`src/rtl/card_pkg.sv`:
```
// card_pkg
// Shared types and constants for the card shoe and its consumers.
// Card codes: 0 = no card, 1 = Ace, 2..10 = pip cards, 11..13 = J/Q/K.
// Also holds the shoe state encoding and two small helpers used to form
// and advance the rank probe.
package card_pkg;

  typedef logic [3:0] card_t;

  localparam card_t CARD_NONE      = 4'd0;
  localparam card_t CARD_ACE       = 4'd1;
  localparam card_t CARD_KING      = 4'd13;
  localparam int    NUM_RANKS      = 13;
  localparam int    CARDS_PER_DECK = 52;

  typedef enum logic [1:0] {
    ST_IDLE,
    ST_SHUFFLE,
    ST_PICK,
    ST_OFFER
  } shoe_state_t;

  // Maps four random bits onto a starting rank 1..13 (value mod 13, plus one).
  function automatic card_t probeFromLfsr(input logic [3:0] v);
    logic [3:0] m;
    m = (v >= 4'd13) ? (v - 4'd13) : v;
    return m + 4'd1;
  endfunction

  // Steps the probe to the next rank, wrapping King back round to Ace.
  function automatic card_t nextRank(input card_t r);
    return (r == CARD_KING) ? CARD_ACE : (r + 4'd1);
  endfunction

endpackage

```
`src/rtl/card_lfsr16.sv`:
```
// card_lfsr16
// Free-running 16-bit Galois LFSR, polynomial x^16+x^14+x^13+x^11+1.
// Advances on every rising clock edge once reset is released.
// Ports:
//   fast_clock  in   clock
//   resetb      in   asynchronous active-low reset, loads SEED
//   state_o     out  current 16-bit LFSR state
// Parameter SEED must be non-zero, otherwise the register locks at zero.
module card_lfsr16 #(
  parameter logic [15:0] SEED = 16'hACE1
) (
  input  logic        fast_clock,
  input  logic        resetb,
  output logic [15:0] state_o
);

  logic [15:0] lfsr_q;
  logic [15:0] lfsr_d;

  // Right-shifting Galois form: the bit shifted out of the bottom is folded
  // back into the tap positions, which for this polynomial is mask 16'hB400.
  always_comb begin
    lfsr_d = {1'b0, lfsr_q[15:1]};
    if (lfsr_q[0]) begin
      lfsr_d = lfsr_d ^ 16'hB400;
    end
  end

  // The state register itself; it never pauses, so the draw sequence depends
  // on how many cycles have elapsed since reset, not on what the shoe is doing.
  always_ff @(posedge fast_clock or negedge resetb) begin
    if (!resetb) begin
      lfsr_q <= SEED;
    end else begin
      lfsr_q <= lfsr_d;
    end
  end

  assign state_o = lfsr_q;

endmodule

```
`src/rtl/card_shoe.sv`:
```
// card_shoe
// Holds DECKS standard decks as per-rank remaining counts and draws cards
// without replacement, offering each one over a valid/ack handshake.
// Ports:
//   fast_clock  in   clock
//   resetb      in   asynchronous active-low reset
//   deal_req    in   level request for one card (looked at only when idle)
//   shuffle     in   refill the shoe (looked at only when idle, beats deal_req)
//   card_valid  out  a drawn card is being offered
//   card        out  card code 1..13, 0 when nothing is offered
//   card_ack    in   consumer takes the offered card
//   cards_left  out  cards still in the shoe
//   shoe_empty  out  no cards left
//   busy        out  machine is not idle
// Build option: define SHOE_AUTO_RESHUFFLE_EN to have a request against an
// empty shoe refill it automatically; otherwise the request waits in idle
// until an explicit shuffle.
module card_shoe
  import card_pkg::*;
#(
  parameter int          DECKS     = 1,
  parameter logic [15:0] LFSR_SEED = 16'hACE1
) (
  input  logic       fast_clock,
  input  logic       resetb,
  input  logic       deal_req,
  input  logic       shuffle,
  output logic       card_valid,
  output logic [3:0] card,
  input  logic       card_ack,
  output logic [8:0] cards_left,
  output logic       shoe_empty,
  output logic       busy
);

  localparam logic [5:0] FULL_RANK = 6'(4 * DECKS);
  localparam logic [8:0] FULL_SHOE = 9'(CARDS_PER_DECK * DECKS);

  shoe_state_t state_q;
  logic [5:0]  rank_left_q [1:NUM_RANKS];
  logic [8:0]  cards_left_q;
  card_t       probe_q;
  card_t       card_q;
  logic        card_valid_q;
  logic        shoe_empty_q;
  logic        busy_q;

  logic [15:0] lfsrState;
  card_t       startProbe;
  logic        unusedLfsrBits;

  card_lfsr16 #(
    .SEED(LFSR_SEED)
  ) uLfsr (
    .fast_clock(fast_clock),
    .resetb    (resetb),
    .state_o   (lfsrState)
  );

  // Only the low nibble picks the first rank to try; the rest of the LFSR
  // state just keeps the sequence long.
  assign startProbe     = probeFromLfsr(lfsrState[3:0]);
  assign unusedLfsrBits = ^lfsrState[15:4];

  // Whole shoe controller in one block so every output comes straight from
  // a register. PICK walks the probe forward one rank per cycle until it
  // finds a non-empty rank; since PICK is only entered with at least one
  // card left, that search ends within 13 cycles and the counts never wrap.
  // The counts drop in the hit cycle, so cards_left already reflects the
  // drawn card while it is being offered. Reset restores a full shoe, which
  // also puts back any card that was drawn but never acknowledged.
  always_ff @(posedge fast_clock or negedge resetb) begin
    if (!resetb) begin
      state_q      <= ST_IDLE;
      for (int r = 1; r <= NUM_RANKS; r++) begin
        rank_left_q[r] <= FULL_RANK;
      end
      cards_left_q <= FULL_SHOE;
      probe_q      <= CARD_ACE;
      card_q       <= CARD_NONE;
      card_valid_q <= 1'b0;
      shoe_empty_q <= 1'b0;
      busy_q       <= 1'b0;
    end else begin
      case (state_q)
        ST_IDLE: begin
          if (shuffle) begin
            state_q <= ST_SHUFFLE;
            busy_q  <= 1'b1;
          end else if (deal_req) begin
            if (cards_left_q != 9'd0) begin
              state_q <= ST_PICK;
              probe_q <= startProbe;
              busy_q  <= 1'b1;
            end
`ifdef SHOE_AUTO_RESHUFFLE_EN
            else begin
              state_q <= ST_SHUFFLE;
              busy_q  <= 1'b1;
            end
`endif
          end
        end

        ST_SHUFFLE: begin
          for (int r = 1; r <= NUM_RANKS; r++) begin
            rank_left_q[r] <= FULL_RANK;
          end
          cards_left_q <= FULL_SHOE;
          shoe_empty_q <= 1'b0;
          state_q      <= ST_IDLE;
          busy_q       <= 1'b0;
        end

        ST_PICK: begin
          if (rank_left_q[probe_q] != 6'd0) begin
            rank_left_q[probe_q] <= rank_left_q[probe_q] - 6'd1;
            cards_left_q         <= cards_left_q - 9'd1;
            shoe_empty_q         <= (cards_left_q == 9'd1);
            card_q               <= probe_q;
            card_valid_q         <= 1'b1;
            state_q              <= ST_OFFER;
          end else begin
            probe_q <= nextRank(probe_q);
          end
        end

        ST_OFFER: begin
          if (card_ack) begin
            card_q       <= CARD_NONE;
            card_valid_q <= 1'b0;
            state_q      <= ST_IDLE;
            busy_q       <= 1'b0;
          end
        end

        default: begin
          state_q <= ST_IDLE;
          busy_q  <= 1'b0;
        end
      endcase
    end
  end

  assign card_valid = card_valid_q;
  assign card       = card_q;
  assign cards_left = cards_left_q;
  assign shoe_empty = shoe_empty_q;
  assign busy       = busy_q;

endmodule

```
`config.mk`:
```
export PLATFORM = sky130hd
export DESIGN_NAME = card_shoe
export DESIGN_NICKNAME = d
export VERILOG_FILES = /design/src/rtl/card_pkg.sv /design/src/rtl/card_lfsr16.sv /design/src/rtl/card_shoe.sv
export SDC_FILE = /design/constraint.sdc
export NUM_CORES = 1
export LEC_CHECK = 0
export CAP_MARGIN = 15
export CORE_MARGIN = 1.5
export CORE_UTILIZATION = 35
export CTS_BUF_LIST = sky130_fd_sc_hd__clkbuf_16
export DETAILED_ROUTE_END_ITERATION = 6
export SETUP_SLACK_MARGIN = 0.4
export SLEW_MARGIN = 5
export SYNTH_ARGS = -nofsm -noshare
export SYNTH_HDL_FRONTEND = slang
export SYNTH_HIERARCHICAL = 1
export SYNTH_SLANG_ARGS = --single-unit
export TNS_END_PERCENT = 100
```
`constraint.sdc`:
```
create_clock -name fast_clock -period 3.8 [get_ports fast_clock]
set_clock_uncertainty 0.2 [all_clocks]
set_input_delay 0.38 -clock fast_clock [delete_from_list [all_inputs] [get_ports fast_clock]]
set_output_delay 0.38 -clock fast_clock [all_outputs]
set_load 0.01 [all_outputs]
```
; ---- Word level (Yosys, flattened, before mapping)
; Cells that the tools add are included.
[word_totals]
register_bits = 116
input_bits = 5
out_inout_bits = 16
wordCells = 93
[op_classes]
add_sub_neg = 5
order_cmp = 3
n_eq_ne = 13
n_mux = 36
n_bitwise = 2
reduce_logical = 13
[ops]
columns = op, n
row1 = $pmux W78 S2, 1
row2 = $bwmux W78, 1
row3 = $mux W78, 1
row4 = $mux W4, 8
row5 = $bmux W6 S4, 1
row6 = $demux W6 S4, 1
row7 = $mux W6, 3
row8 = $pmux W9 S2, 1
row9 = $mux W16, 1
row10 = $pmux W4 S2, 2
row11 = $ne A2 B2 Y1 const B, 6
row12 = $mux W2, 5
row13 = $eq A9 B1 Y1 const B, 1
row14 = $mux W9, 1
row15 = $reduce_bool A9 Y1, 1
row16 = $sub A9 B1 Y9 const B, 1
row17 = $add A4 B1 Y4 const B, 2
row18 = $pmux W2 S4, 1
row19 = $reduce_and A4 Y1, 2
row20 = $mux W1, 6
row21 = $ne A3 B3 Y1 const B, 2
row22 = $reduce_bool A2 Y1, 3
row23 = $reduce_bool A6 Y1, 1
row24 = $sub A6 B1 Y6 const B, 1
row25 = other kinds (17), 19

; ---- Longest topological paths before layout
[logic_depth]
ltp_word = 8
mapped_depth = 15
depth_no_buf = 11

; ---- Cells and area by module
; Netlist, hierarchy kept.
[by_module_without_submodules]
columns = mod, instances, cells_per_inst, area_per_inst_um2, seq_area_each_um2
row1 = card_shoe, 1, 486, 5515.3, 2523.7
row2 = card_lfsr16, 1, 32, 534.3, 410.4

; ---- Worst setup path after synthesis
; No wires, ideal clock.
[synth_path]
path_type = reg-to-reg
startpoint = register probe_q[0]
endpoint = register state_q[0]
setup_ps = 125
arrival_time_ps = 2959
required_time_ps = 3475
slack_ps = 516
stages_incl_launch_ff = 12
n_path_buf = 3
synth_period_minus_slack_ps = 3284
path_cell_list = dfstp_2 buf_6 buf_2 mux4_2 a22o_1 nor2_1 ha_1 nand4_1 or2_1 clkbuf_1 nand2b_1 mux2_2
[synth_between]
elab_chain_len = 7
[synth_lines]
columns = element, line
row1 = "start, declared", card_shoe.sv:42  ; card_t probe_q;
row2 = "start signal, assigned", card_shoe.sv:93  ; probe_q <= startProbe;
row3 = "start signal, assigned", card_shoe.sv:124  ; probe_q <= nextRank(probe_q);
row4 = $not A4 Y5 (implied by the code), card_shoe.sv:116  ; if (rank_left_q[probe_q] != 6'd0) begin
row5 = $bmux W6 S4, card_shoe.sv:116
row6 = $mux W6 (implied by the code) (2 in series), card_shoe.sv:116
row7 = $reduce_bool A6 Y1, card_shoe.sv:116
row8 = $ne A2 B2 Y1 (no line), --
row9 = $reduce_and A4 Y1 (no line), --
row10 = "end signal, assigned", card_shoe.sv:111  ; state_q <= ST_IDLE;
row11 = "end signal, assigned", card_shoe.sv:122  ; state_q <= ST_OFFER;
row12 = "end signal, assigned", card_shoe.sv:132  ; state_q <= ST_IDLE;
row13 = "end, declared", card_shoe.sv:39  ; shoe_state_t state_q;
; Every way passes these cells. The select of a mux whose other input is x is not followed.
; A chain may end at the register's enable or synchronous reset.

; ---- Worst setup path in the final report
[layout_path]
startpoint = register probe_q[0]
endpoint = register rank_left_q[68] (netlist bit)
[layout_between]
elab_chain_len = 8
elab_cells_between_ends = 16
classes_between = add/sub: 1 / order compare: 2 / eq/ne: 1 / mux: 8 / bitwise: 1 / reduce/logical: 3
[layout_lines]
columns = element, line
row1 = $not A4 Y5 (implied by the code) (*), "card_shoe.sv:116, card_shoe.sv:117"
row2 = "$bmux W6 S4, or another cell as far along", "card_shoe.sv:116, card_shoe.sv:117"
row3 = $mux W6 (implied by the code) / $logic_and A1 B1 Y1 (equally long branches), "card_shoe.sv:116, card_shoe.sv:117"
row4 = "$mux W6, on equally long branches", "card_shoe.sv:116, card_shoe.sv:117"
row5 = $sub A6 B1 Y6 / $demux W6 S4 (equally long branches), card_shoe.sv:117  ; rank_left_q[probe_q] <= rank_left_q[probe_q] - 6'd1;
row6 = $bwmux W78, card_shoe.sv:117
row7 = $mux W78, card_shoe.sv:116
row8 = $pmux W78 S2, card_shoe.sv:85  ; case (state_q)
row9 = "end signal, assigned by index", card_shoe.sv:117
row10 = "end, declared", card_shoe.sv:40  ; logic [5:0] rank_left_q [1:NUM_RANKS];
; Mark *: on every way between the ends. The rest lies on a longest branch, timed or not. The select of a mux whose other input is x is not followed.

==> impl_metrics.yaml <==
run_status:
  outcome: "finished, final reports clean"
power_and_ir_drop:
  power_mw: 2.84
  p_leak_nw: 3.05
  pwr_density_cell_nw_per_um2: 397
  vdd_drop_max_mv: 0.270
worst_setup_path:
  crit_path_start: "probe_q[0]"
  worst-path-stages: 11
  ff2ff_path_depth: 11
  rr_startpoint: "probe_q[0]"
  cp_common_cell: "buf_4"
  r2r_end: "rank_left_q[68]"
  cp_top_family: "compound AO/OA/AOI/OAI gates"
  critPathMaxFanout: 22
  endpoint: "rank_left_q[68]"
  slowest_delay_ns: 0.44
  startpoint_type: "flip-flop"
  slowest_stage: "or3_4"
  path_cells: "buf_4, buf_4, and4b_1, buf_4, a22oi_1, o311ai_1, or3_4, o21a_4, buf_12, o21ai_2, mux2_2"
  crit_type: "flip-flop to flip-flop"
  worstSetupEndpointType: "flip-flop"
  arrival_ns: 3.47
  r2r_slack_ns: 0.48
  critPathBufInv: 4
  required_ns: 3.95
floorplan:
  die_area_sq_um: 17900
  rows: 47
  start_util: 0.359
  die_y_microns: 134
  dieWidth_microns: 134
  io_pins: 21
  core_sq_um: 16600
synthesis:
  synth_nets: 524
  syn_area_per_cell_sq_um: 11.8
  netlist_area_sq_um: 5980
  netlist_instances: 509
  synth_warnings: 6
drt:
  vias_per_cell: 5.65
  drtAntennaViolNets: 0
  num_vias: 4405
  drt_pass1_iterations: 5
  drc_errors: 0
  finalWirelength_microns: 15900
  wire_per_inst_microns: 20.4
  dr.first_iter.drc_count: 329
grt:
  grt_usage: 0.190
  grt_pass1_wl_microns: 25800
  antenna_found_initial: 0
  grt_pass1_vias: 4478
  grt_max_degree: 53
  overflow: 0
place:
  dpl_worst_slack_ns: 0.273
  dp_hpwl_microns: 10800
  port_buffers: 20
  gp_congestion: 0.865
timing:
  rsz0062_at_grt: "no"
  whs_ns: 0.147
  slew_violations: 0
  fin_crit_ns: 3.32
  period_share: 0.874
  setup_violations: 0
  finalWorstSetupSlack_ns: 0.477
  hold_violations: 0
  worstMarginPinSlew_ns: 0.697
  fmax_mhz: 301
  setup-tns-final_ns: 0
  timing.slew.headroom: 0.535
cts:
  worstSkewPairLatency_ns: 0.43
  clk_path_buf_depth: 2
  cts_root_buf: "clkbuf_16"
  cts_tree: "built"
  cts_max_level: 4
  clk_pin_slew_ns: 0.06
  cts_sinks: 116
  numCtsBuffers: 17
hold_path:
  hp-start: "uLfsr/state_o[4]"
  hold_path_class: "flip-flop to flip-flop"
cells_and_area:
  antenna_cells: 0
  multi_input_area_sq_um: 2760
  area_delta_synth_final_pct: 19.6
  final_nets: 561
  drive_gt1_frac: 0.268
  seq_area_sq_um: 2940
  fillers: 1544
run:
  drv_cap: 0
## area by class of cell
| type | count | share of cell area |
|---|---|---|
| tap | 220 | 0.0385 |
| multi-input combinational | 340 | 0.386 |
| clock buffer | 17 | 0.0595 |
| sequential | 116 | 0.410 |
| inverter | 16 | 0.00840 |
| clock inverter | 15 | 0.0212 |
| timing repair buffer | 55 | 0.0764 |
## cell usage in the layout (no fill, tap or decap), drive strengths merged, types with 10 or more instances in the layout
| master | n |
|---|---|
| buf | 34 |
| ha | 10 |
| inv | 20 |
| mux2 | 24 |
| clkbuf | 18 |
| a32o | 13 |
| clkdlybuf4s50 | 19 |
| a22o | 25 |
| a21oi | 13 |
| dfstp | 25 |
| dfrtp | 91 |
| nand2 | 48 |
| o21ai | 26 |
| o2bb2ai | 23 |
| nor2 | 25 |
## metal layers
metal	up-vias	part of all wire	global-route usage
met5	-	0	0
met4	0	0.020	0.0785
met2	122	0.47	0.286
met3	25	0.048	0.0438
met1	2262	0.47	0.262
li1	1996	-	-
## through the flow
step / utilization / area [sq um] / instances
after floorplan: - / 5980 / 509
after global placement: 0.385 / 6400 / 731
after detailed placement: 0.385 / 6410 / 732
after CTS: 0.423 / 7050 / 770
after global routing: 0.430 / 7150 / 779
final: 0.430 / 7150 / 779
## how the worst min path moves through the flow
| stage | end | slack [ns] | cells past startpoint |
|---|---|---|---|
| 2_1_floorplan | busy | -0.12 | 0 |
| 3_3_place_gp | uLfsr/state_o[3] | 0.14 | 0 |
| 3_5_place_dp | uLfsr/state_o[3] | 0.14 | 0 |
| 4_1_cts | uLfsr/state_o[3] | 0.15 | 0 |
| 5_1_grt | uLfsr/state_o[3] | 0.15 | 0 |
| 6_report | uLfsr/state_o[3] | 0.15 | 0 |
## worst register-to-register path, stage by stage (launching register included)
cell and delay (ns):
dfstp_2 0.40, buf_4 0.15, buf_4 0.14, and4b_1 0.22
buf_4 0.17, a22oi_1 0.32, o311ai_1 0.28, or3_4 0.44
o21a_4 0.26, buf_12 0.17, o21ai_2 0.14, mux2_2 0.36
## timing repair
action | CTS | global route
gates cloned | 0 | 2
resized for setup | 2 | 7
setup buffers | 5 | 7
hold buffers | 1 | 0
endpoints found under the setup margin | 26 | 86
pin swaps | 1 | 3
hold endpoints to repair | 45 | 0
## state kept, by name (all words and copies together) (netlist names)
signal / count
state_q: 2
shoe_empty: 1
card_valid: 1
uLfsr/state_o: 16
probe_q: 4
busy: 1
rank_left_q: 78
cards_left: 9
card: 4
## report_power, final
group | internal, mW | leakage, nW | switching, mW
clock network | 1.01 | 0.301 | 0.562
logic | 0.00541 | 1.23 | 0.0255
registers | 1.24 | 1.51 | 0
(Power assumes the default switching activity.)
